`config.mk`:
```
export PLATFORM = sky130hd
export DESIGN_NAME = mcycle_ctrl_flat
export DESIGN_NICKNAME = d
export VERILOG_FILES = /design/src/rtl/mcycle_ctrl_if.sv /design/src/rtl/mcycle_ctrl.sv /design/src/flat_wrapper.sv
export SDC_FILE = /design/constraint.sdc
export NUM_CORES = 1
export LEC_CHECK = 0
export CORE_MARGIN = 2
export CORE_UTILIZATION = 35
export CTS_CLUSTER_DIAMETER = 60
export DETAILED_ROUTE_END_ITERATION = 10
export DONT_BUFFER_PORTS = 1
export PLACE_DENSITY = 0.5
export SYNTH_ARGS = -nofsm -noshare
export SYNTH_HDL_FRONTEND = slang
export SYNTH_SLANG_ARGS = --single-unit
```
`constraint.sdc`:
```
create_clock -name CLK -period 4.96 [get_ports CLK]
set_input_delay 0.992 -clock CLK [delete_from_list [all_inputs] [get_ports CLK]]
set_output_delay 0.992 -clock CLK [all_outputs]
set_load 0.01 [all_outputs]
```
`src/rtl/mcycle_ctrl_if.sv`:
```
// EX-stage <-> multiply/divide unit port bundle.
// The EX stage is the master; mcycle_ctrl is the slave.
interface mcycle_ctrl_if #(
  parameter int WIDTH = 32
);
  // Start is a request level, not a pulse: the op is taken in the IDLE cycle
  // where Start=1, Busy rises combinationally that same cycle and stays high
  // until the result registers. Done pulses for one cycle with Result valid.
  // Result then holds until the next completion. Start is ignored while
  // Busy or Done is high.
  logic             Start;
  logic [2:0]       MCycleOp;
  logic [WIDTH-1:0] Operand1;
  logic [WIDTH-1:0] Operand2;
  logic [WIDTH-1:0] Result;
  logic             Busy;
  logic             Done;

  modport master (
    output Start, MCycleOp, Operand1, Operand2,
    input  Result, Busy, Done
  );

  modport slave (
    input  Start, MCycleOp, Operand1, Operand2,
    output Result, Busy, Done
  );
endinterface

```
`src/rtl/mcycle_ctrl.sv`:
```
// RV32M multiply/divide sequencer: radix-2 shift-add multiply and restoring
// divide on a shared 2W accumulator, one iteration per clock.
module mcycle_ctrl #(
  parameter int WIDTH = 32
) (
  input  logic         CLK,
  input  logic         RESETn,
  mcycle_ctrl_if.slave bus,
  output logic [1:0]   fsm_state
);
  localparam int CW = $clog2(WIDTH);

  typedef enum logic [1:0] {
    IDLE    = 2'd0,
    COMPUTE = 2'd1,
    DONE    = 2'd2
  } state_t;

  state_t             state;
  logic [2:0]         op_q;
  logic [WIDTH-1:0]   mcand_q;
  logic [2*WIDTH-1:0] acc_q;
  logic               neg_q;
  logic [CW-1:0]      count_q;
  logic [WIDTH-1:0]   result_q;
  logic               done_q;

  // Launch-time operand conditioning
  logic             s1, s2;
  logic             signed1, signed2;
  logic [WIDTH-1:0] abs1, abs2;
  logic             neg_launch;

  always_comb begin
    s1      = bus.Operand1[WIDTH-1];
    s2      = bus.Operand2[WIDTH-1];
    signed1 = (bus.MCycleOp == 3'b001) || (bus.MCycleOp == 3'b010) ||
              (bus.MCycleOp == 3'b100) || (bus.MCycleOp == 3'b110);
    signed2 = (bus.MCycleOp == 3'b001) || (bus.MCycleOp == 3'b100) ||
              (bus.MCycleOp == 3'b110);
    abs1    = (signed1 && s1) ? -bus.Operand1 : bus.Operand1;
    abs2    = (signed2 && s2) ? -bus.Operand2 : bus.Operand2;
    // Quotient of x/0 is all ones, so its sign correction is suppressed.
    case (bus.MCycleOp)
      3'b001:  neg_launch = s1 ^ s2;
      3'b010:  neg_launch = s1;
      3'b100:  neg_launch = (s1 ^ s2) & (|bus.Operand2);
      3'b110:  neg_launch = s1;
      default: neg_launch = 1'b0;
    endcase
  end

  // One iteration of either datapath
  logic [WIDTH:0]     mul_sum;
  logic [2*WIDTH-1:0] mul_next;
  logic [WIDTH:0]     shifted;
  logic [WIDTH:0]     trial;
  logic [2*WIDTH-1:0] div_next;
  logic [2*WIDTH-1:0] acc_next;

  always_comb begin
    mul_sum  = {1'b0, acc_q[2*WIDTH-1:WIDTH]} +
               (acc_q[0] ? {1'b0, mcand_q} : {(WIDTH+1){1'b0}});
    mul_next = {mul_sum, acc_q[WIDTH-1:1]};
    shifted  = {acc_q[2*WIDTH-1:WIDTH], acc_q[WIDTH-1]};
    trial    = shifted - {1'b0, mcand_q};
    // A failed subtract means shifted < divisor, so its top bit is zero.
    if (trial[WIDTH])
      div_next = {shifted[WIDTH-1:0], acc_q[WIDTH-2:0], 1'b0};
    else
      div_next = {trial[WIDTH-1:0], acc_q[WIDTH-2:0], 1'b1};
    acc_next = op_q[2] ? div_next : mul_next;
  end

  // Sign correction and half/quotient/remainder selection on the final step
  logic [2*WIDTH-1:0] prod;
  logic [WIDTH-1:0]   div_sel;
  logic [WIDTH-1:0]   div_res;
  logic [WIDTH-1:0]   final_res;

  always_comb begin
    prod    = neg_q ? -acc_next : acc_next;
    div_sel = op_q[1] ? acc_next[2*WIDTH-1:WIDTH] : acc_next[WIDTH-1:0];
    div_res = neg_q ? -div_sel : div_sel;
    if (op_q[2])
      final_res = div_res;
    else if (op_q[1:0] == 2'b00)
      final_res = prod[WIDTH-1:0];
    else
      final_res = prod[2*WIDTH-1:WIDTH];
  end

  always_ff @(posedge CLK) begin
    if (!RESETn) begin
      state    <= IDLE;
      op_q     <= '0;
      mcand_q  <= '0;
      acc_q    <= '0;
      neg_q    <= 1'b0;
      count_q  <= '0;
      result_q <= '0;
      done_q   <= 1'b0;
    end else begin
      done_q <= 1'b0;
      case (state)
        IDLE: begin
          if (bus.Start) begin
            op_q    <= bus.MCycleOp;
            neg_q   <= neg_launch;
            count_q <= CW'(WIDTH - 1);
            if (bus.MCycleOp[2]) begin
              mcand_q <= abs2;
              acc_q   <= {{WIDTH{1'b0}}, abs1};
            end else begin
              mcand_q <= abs1;
              acc_q   <= {{WIDTH{1'b0}}, abs2};
            end
            state <= COMPUTE;
          end
        end
        COMPUTE: begin
          acc_q <= acc_next;
          if (count_q == '0) begin
            result_q <= final_res;
            done_q   <= 1'b1;
            state    <= DONE;
          end else begin
            count_q <= count_q - 1'b1;
          end
        end
        DONE: begin
          // Start may still be high from the instruction now leaving E.
          state <= IDLE;
        end
        default: state <= IDLE;
      endcase
    end
  end

  assign bus.Busy   = (state == COMPUTE) || ((state == IDLE) && bus.Start && RESETn);
  assign bus.Done   = done_q;
  assign bus.Result = result_q;
  assign fsm_state  = state;
endmodule
```
`src/flat_wrapper.sv`:
```
// flat-port wrapper written by rule: the top's interface ports become plain ports
module mcycle_ctrl_flat 
#(
  parameter int WIDTH = 32
)
  (CLK, RESETn, fsm_state, bus_Start, bus_MCycleOp, bus_Operand1, bus_Operand2, bus_Result, bus_Busy, bus_Done);
  mcycle_ctrl_if #(.WIDTH(WIDTH)) bus_i ();
  input  logic CLK;
  input  logic RESETn;
  output logic [1:0] fsm_state;
  input wire logic [$bits(bus_i.Start)-1:0] bus_Start;
  input wire logic [$bits(bus_i.MCycleOp)-1:0] bus_MCycleOp;
  input wire logic [$bits(bus_i.Operand1)-1:0] bus_Operand1;
  input wire logic [$bits(bus_i.Operand2)-1:0] bus_Operand2;
  output wire logic [$bits(bus_i.Result)-1:0] bus_Result;
  output wire logic [$bits(bus_i.Busy)-1:0] bus_Busy;
  output wire logic [$bits(bus_i.Done)-1:0] bus_Done;
  assign bus_i.Start = bus_Start;
  assign bus_i.MCycleOp = bus_MCycleOp;
  assign bus_i.Operand1 = bus_Operand1;
  assign bus_i.Operand2 = bus_Operand2;
  assign bus_Result = bus_i.Result;
  assign bus_Busy = bus_i.Busy;
  assign bus_Done = bus_i.Done;
  mcycle_ctrl #(.WIDTH(WIDTH)) u_core (.CLK(CLK), .RESETn(RESETn), .bus(bus_i), .fsm_state(fsm_state));
endmodule
```
### After elaboration in Yosys (flattened, before gate mapping)

Index checks and enable logic that the tools add are counted.

| word-level totals | value |
|---|---|
| flip-flop bits (word level) | 140 |
| latch bits | 0 |
| RAM bits | 0 |
| ROM bits | 0 |
| input bits | 70 |
| output and inout bits | 36 |
| logic and storage cells | 69 |
| memories kept | 0 |

| operators by class | value |
|---|---|
| add/sub/neg operators | 7 |
| multiply operators | 0 |
| div/mod/pow operators | 0 |
| order comparisons | 0 |
| equality and inequality tests | 8 |
| shift-type cells | 0 |
| muxes and demuxes | 22 |
| bitwise logic cells | 2 |
| reductions and logical operators | 22 |

Operators by type and width:

| kind | count |
|---|---|
| $mux 32 | 9 |
| $mux 64 | 4 |
| $pmux 64 s2 | 1 |
| $neg 32->32 | 3 |
| $neg 64->64 | 1 |
| $add 32x33->33 | 1 |
| $sub 33x32->33 | 1 |
| $reduce_or 32->1 | 1 |
| $mux 5 | 2 |
| $pmux 5 s2 | 1 |
| $reduce_and 2->1 | 5 |
| $eq 3x3->1 const B | 2 |
| $logic_or 1x1->1 | 6 |
| $logic_not 5->1 | 1 |
| $sub 5x1->5 const B | 1 |
| $logic_and 1x1->1 | 4 |
| $logic_not 2->1 | 2 |
| $mux 2 | 2 |
| $ne 2x2->1 const B | 2 |
| $pmux 2 s2 | 1 |
| $eq 3x1->1 const B | 1 |
| $eq 3x2->1 const B | 1 |
| $pmux 1 s3 | 1 |
| $reduce_and 3->1 | 1 |
| other kinds (7) | 7 |

### Depth between registers and ports, before layout

| depth | value |
|---|---|
| depth in word-level cells | 9 |
| depth in mapped cells | 26 |
| gate-level depth less buffers | 22 |

### Least setup slack after synthesis

Ideal clock, no wire load.

| timing | value |
|---|---|
| kind | flip-flop to flip-flop |
| start | reg u_core.acc_q[31] |
| end | reg u_core.result_q[24], in the netlist u_core.bus.Result[24] |
| library setup time | 116 ps |
| arrival | 4921 ps |
| data required time | 4844 ps |
| setup slack | -76 ps |
| stages on the path, launching flop included | 27 |
| path buffers | 4 |
| clock period less this slack | 5036 ps |
| cell sequence | dfxtp_1 inv_1 ha_1 inv_1 fa_1 a211oi_1 o211ai_1 a21boi_2 a21oi_2 a211o_1 buf_4 buf_6 buf_2 buf_1 nand2_1 a31oi_1 o21ai_0 ha_1 inv_1 nor2_1 a32oi_1 nor2_1 nand4b_4 or2_4 o31ai_4 xor2_1 a31o_1 |

| between the ends | value |
|---|---|
| word-level cells in the longest chain between the ends | 7 |
| elaborated cells on any way between the ends | 10 |
| classes of those cells | add/sub (3); mux (7) |

RTL lines:

| element | RTL line | RTL |
|---|---|---|
| start: declaration | mcycle_ctrl.sv:22 | `logic [2*WIDTH-1:0] acc_q;` |
| start signal: assignment | mcycle_ctrl.sv:113 | `acc_q <= {{WIDTH{1'b0}}, abs1};` |
| start signal: assignment | mcycle_ctrl.sv:116 | `acc_q <= {{WIDTH{1'b0}}, abs2};` |
| start signal: assignment | mcycle_ctrl.sv:122 | `acc_q <= acc_next;` |
| $sub 33x32->33 | mcycle_ctrl.sv:66 | `trial = shifted - {1'b0, mcand_q};` |
| $mux 64 | mcycle_ctrl.sv:68 | `if (trial[WIDTH])` |
| $mux 64 * | mcycle_ctrl.sv:72 | `acc_next = op_q[2] ? div_next : mul_next;` |
| $neg 64->64 / $mux 32 (equally long branches) | mcycle_ctrl.sv:82, mcycle_ctrl.sv:83 |  |
| $mux 64 / $neg 32->32 (equally long branches) | mcycle_ctrl.sv:82, mcycle_ctrl.sv:84 |  |
| $mux 32, on equally long branches | mcycle_ctrl.sv:87, mcycle_ctrl.sv:84 |  |
| $mux 32 * | mcycle_ctrl.sv:85 | `if (op_q[2])` |
| end signal: assignment | mcycle_ctrl.sv:124 | `result_q <= final_res;` |
| end: declaration | mcycle_ctrl.sv:25 | `logic [WIDTH-1:0] result_q;` |

Mark *: on every way between the ends. The rest lies on a longest branch, timed or not.
A chain may end at the register's enable or synchronous reset.

### Final worst setup path

| timing | value |
|---|---|
| start | reg u_core.acc_q[0] |
| end | reg u_core.result_q[11], in the netlist u_core.bus.Result[11] |

| between the ends | value |
|---|---|
| word-level cells in the longest chain between the ends | 7 |
| elaborated cells on any way between the ends | 11 |
| classes of those cells | add/sub (3); mux (8) |

RTL lines:

| element | RTL line | RTL |
|---|---|---|
| $mux 32 | mcycle_ctrl.sv:63 | `(acc_q[0] ? {1'b0, mcand_q} : {(WIDTH+1){1'b0}});` |
| $add 32x33->33 | mcycle_ctrl.sv:62 | `mul_sum = {1'b0, acc_q[2*WIDTH-1:WIDTH]} +` |
| $mux 64 * | mcycle_ctrl.sv:72 |  |
| $neg 64->64 / $mux 32 (equally long branches) | mcycle_ctrl.sv:82, mcycle_ctrl.sv:83 |  |
| $mux 64 / $neg 32->32 (equally long branches) | mcycle_ctrl.sv:82, mcycle_ctrl.sv:84 |  |
| $mux 32, on equally long branches | mcycle_ctrl.sv:87, mcycle_ctrl.sv:84 |  |
| $mux 32 * | mcycle_ctrl.sv:85 |  |

Marks and branches as above.

==> results.py <==
metrics = {
    "status": {
        "status": "finished clean",
    },
    "setup_path": {
        "start_kind": "flip-flop",
        "regToRegSetupSlack_ps": 130,
        "path_cells": "buf_4 -> and2_1 -> fa_1 -> a21o_1 -> a2111oi_0 -> nor4_1 -> or2_2 -> a2111o_1 -> o221ai_1 -> o21ai_1 -> or2_1 -> or3_1 -> o21ai_1 -> xnor2_1 -> a221oi_2 -> nor2_1",
        "worstSetupEndpointType": "flip-flop",
        "cp.required_ps": 5310,
        "cpPeakStageDelay_ps": 480,
        "worstSetupPathType": "flip-flop to flip-flop",
        "cp_max_fo": 8,
        "cp_slowest_cell": "fa_1",
        "cp.arrival_ps": 5180,
        "cp_common_cell": "o21ai_1",
    },
    "timing": {
        "timing.fmax_mhz": 207,
        "final-max-slew-violation-count": 0,
        "clock_skew_ps": 17.0,
        "post-route-period-util": 0.973,
        "holdWs_ps": 471,
        "relSlewSlack": 0.172,
        "min_period_ps": 4830,
        "setup_ws_ps": 132,
        "hold_viol_final": 0,
        "rsz0062_at_grt": "no",
        "finalSetupTns_ps": 0,
        "tightestPinTransition_ps": 1230,
        "setup_viol_count_final": 0,
    },
    "power": {
        "switchingPower_mw": 2.42,
        "leakage_nw": 7.51,
        "ir_worst_vdd_mv": 0.290,
        "seq_power_share": 0.241,
        "p_int_mw": 3.05,
        "p_total_mw": 5.47,
        "pwr-share-clk": 0.267,
        "p_comb_frac": 0.492,
        "power_density_mw_per_mm2": 281,
        "swShare": 0.443,
    },
    "routing": {
        "wl_per_cell_um": 26.7,
        "drcViolationCount": 0,
        "vias_per_cell": 6.29,
        "finalWirelength_um": 83800,
        "first_pass_iters": 6,
        "first_iter_violations": 1926,
        "antenna_left": 0,
        "vias": 19800,
    },
    "yosys": {
        "synth_area_mm2": 0.0168,
        "syn_avg_cell_area_um2": 6.92,
        "synth_edf_count": 0,
        "synth_top_area_cell": "dfxtp_1",
        "synth_fp_nets": 2567,
        "ys_types": 107,
        "synthTopCellsByArea": "dfxtp_1 (17%), nor2_1 (6.2%), nand2_1 (6.1%), a21oi_1 (6.0%), ha_1 (5.2%)",
        "synth_seq_area_share": 0.167,
        "yosys_warnings": 0,
        "async_flop_share": 0,
        "yosys_most_used_dff": "dfxtp_1",
        "ys_ff_latch": 140,
        "yosysTopAreaCellShare": 0.167,
        "netlist_instances": 2425,
    },
    "cts": {
        "cts_max_level": 4,
        "clockBufferDepth": 2,
        "clk_latency_ps": 470,
        "clk_pin_slew_worst_paths_ps": 70,
        "cts_tree": "built",
        "cts_sinks": 140,
        "numCtsBuffers": 17,
        "root_buffer": "clkbuf_16",
    },
    "job": {
        "cap_violations": 0,
    },
    "place": {
        "place_ws_ps": 7.82,
        "routabilityCongestion": 0.989,
        "place_hpwl_um": 67200,
        "numPortBuffers": 0,
    },
    "die": {
        "fp-row-count": 80,
        "die_y_um": 223,
        "die_w_um": 223,
        "die_area_mm2": 0.0497,
        "start_util": 0.353,
        "core_mm2": 0.0475,
        "io_pins": 106,
    },
    "global_route": {
        "grt.met1_usage": 0.414,
        "met2_usage": 0.555,
        "grtUsageTotal": 0.330,
        "antenna_found_initial": 2,
        "grt_max_degree": 100,
        "grt_pass1_wl_um": 123000,
        "first_global_vias": 18600,
        "overflow": 0,
        "met3_usage": 0.0585,
        "grt-busiest-layer": "met2",
    },
    "min_path": {
        "min_path_type": "flip-flop to flip-flop",
    },
    "finish": {
        "drive_gt1_frac": 0.154,
        "layout_common_cells": "nor2_1 (273), nand2_1 (271), buf_4 (227), a21oi_1 (201), o21ai_0 (147)",
        "synthToLayoutAreaGrowth_pct": 16.3,
        "final_nets": 2658,
        "layout_commonest_cell": "nor2_1",
    },
}
==> per-layer routing <==
layer	vias to the layer above	wire (µm)
li1	9185	-
met5	-	15
met3	161	5890
met1	9606	34900
met2	817	39400
met4	2	3610
==> cells in the mapped netlist, types with 17 or more instances <==
master / number
o21a_1: 17
mux2_2: 22
nor3_1: 98
or4_1: 19
o31ai_1: 22
clkbuf_1: 121
inv_1: 71
a211oi_1: 44
nand3_1: 66
nor2_1: 278
a21o_1: 26
or3_1: 18
o211ai_1: 56
and2_1: 52
xor2_1: 70
a22oi_1: 23
ha_1: 70
dfxtp_1: 140
nand4_1: 21
xnor2_1: 70
buf_1: 21
a221oi_1: 22
nand2_1: 274
and3_1: 19
a21oi_1: 202
mux2i_1: 55
a31oi_1: 53
o21ai_0: 153
==> repair_timing <==
action | 4_1_cts | 5_1_grt
endpoints found under the hold margin | 0 | 0
gates resized for setup | 1 | 40
endpoints found under the setup margin | 1 | 22
gates cloned | 0 | 0
setup buffers | 0 | 7
pin swaps | 1 | 13
hold buffers | 0 | 0
==> sequential cells by signal, summed over array words and instances (netlist names) <==
name,cells
u_core.op_q,3
u_core.bus.Done,1
u_core.neg_q,1
u_core.bus.Result,32
u_core.fsm_state,2
u_core.mcand_q,32
u_core.acc_q,64
u_core.count_q,5
==> metrics by stage <==
stage                     utilization  instances  instance area [µm²]
after global placement          0.392       3105                18600
final                           0.410       3143                19500
after detailed placement        0.392       3105                18600
after global routing            0.410       3142                19500
after CTS                       0.405       3135                19300
after floorplan                     -       2425                16800
==> power by group through the flow <==
stage,logic (mW),clock network [mW],registers (mW)
finish,2.69,1.46,1.32
global route,2.87,1.51,1.33
CTS,2.59,1.47,1.31
detailed placement,2.57,0,1.34
global placement,2.57,0,1.34
floorplan,1.57,0,1.29
==> worst paths after layout <==
kind,startpoint,end,depth (start not counted)
max,u_core.acc_q[0]$_SDFFE_PN0P_,u_core.bus.Result[11]$_SDFFE_PN0P_,16
min,u_core.mcand_q[29]$_SDFFE_PN0P_,u_core.mcand_q[29]$_SDFFE_PN0P_,2
max reg2reg,u_core.acc_q[0]$_SDFFE_PN0P_,u_core.bus.Result[11]$_SDFFE_PN0P_,16
min reg2reg,u_core.mcand_q[29]$_SDFFE_PN0P_,u_core.mcand_q[29]$_SDFFE_PN0P_,2
==> worst max-delay path: cells and delay by family (launching register included) <==
kind | cells | cell delay (ps)
xor gates and xnor gates | 1 | 120
buffers and inverters | 1 | 170
DFF | 1 | 320
adders and majority gates | 1 | 480
and+or+nand+nor | 6 | 1470
AOI/OAI and AO/OA | 7 | 2150
==> cell type report <==
| class | instances | area (µm²) |
|---|---|---|
| timing repair buffer | 232 | 1790 |
| tap | 615 | 769 |
| multi-input combinational | 2051 | 13200 |
| clock buffer | 20 | 457 |
| inverter | 74 | 280 |
| antenna | 1 | 2.50 |
| fill | 5053 | 28000 |
| clock inverter | 10 | 165 |
| sequential | 140 | 2810 |
==> logic make-up (layout without fill, tap and decap cells) <==
family                     count (synthesis)  count (layout)  synth area share
and+or+nand+nor                          953             953             0.273
AOI/OAI and AO/OA                        807             807             0.328
buffers and inverters                    234             336            0.0555
xor gates and xnor gates                 140             140            0.0731
DFF                                      140             140             0.167
muxes                                     79              79            0.0496
adders and majority gates                 72              72            0.0546
other                                      0               1                 0
Power figures use the tool's default switching activity.
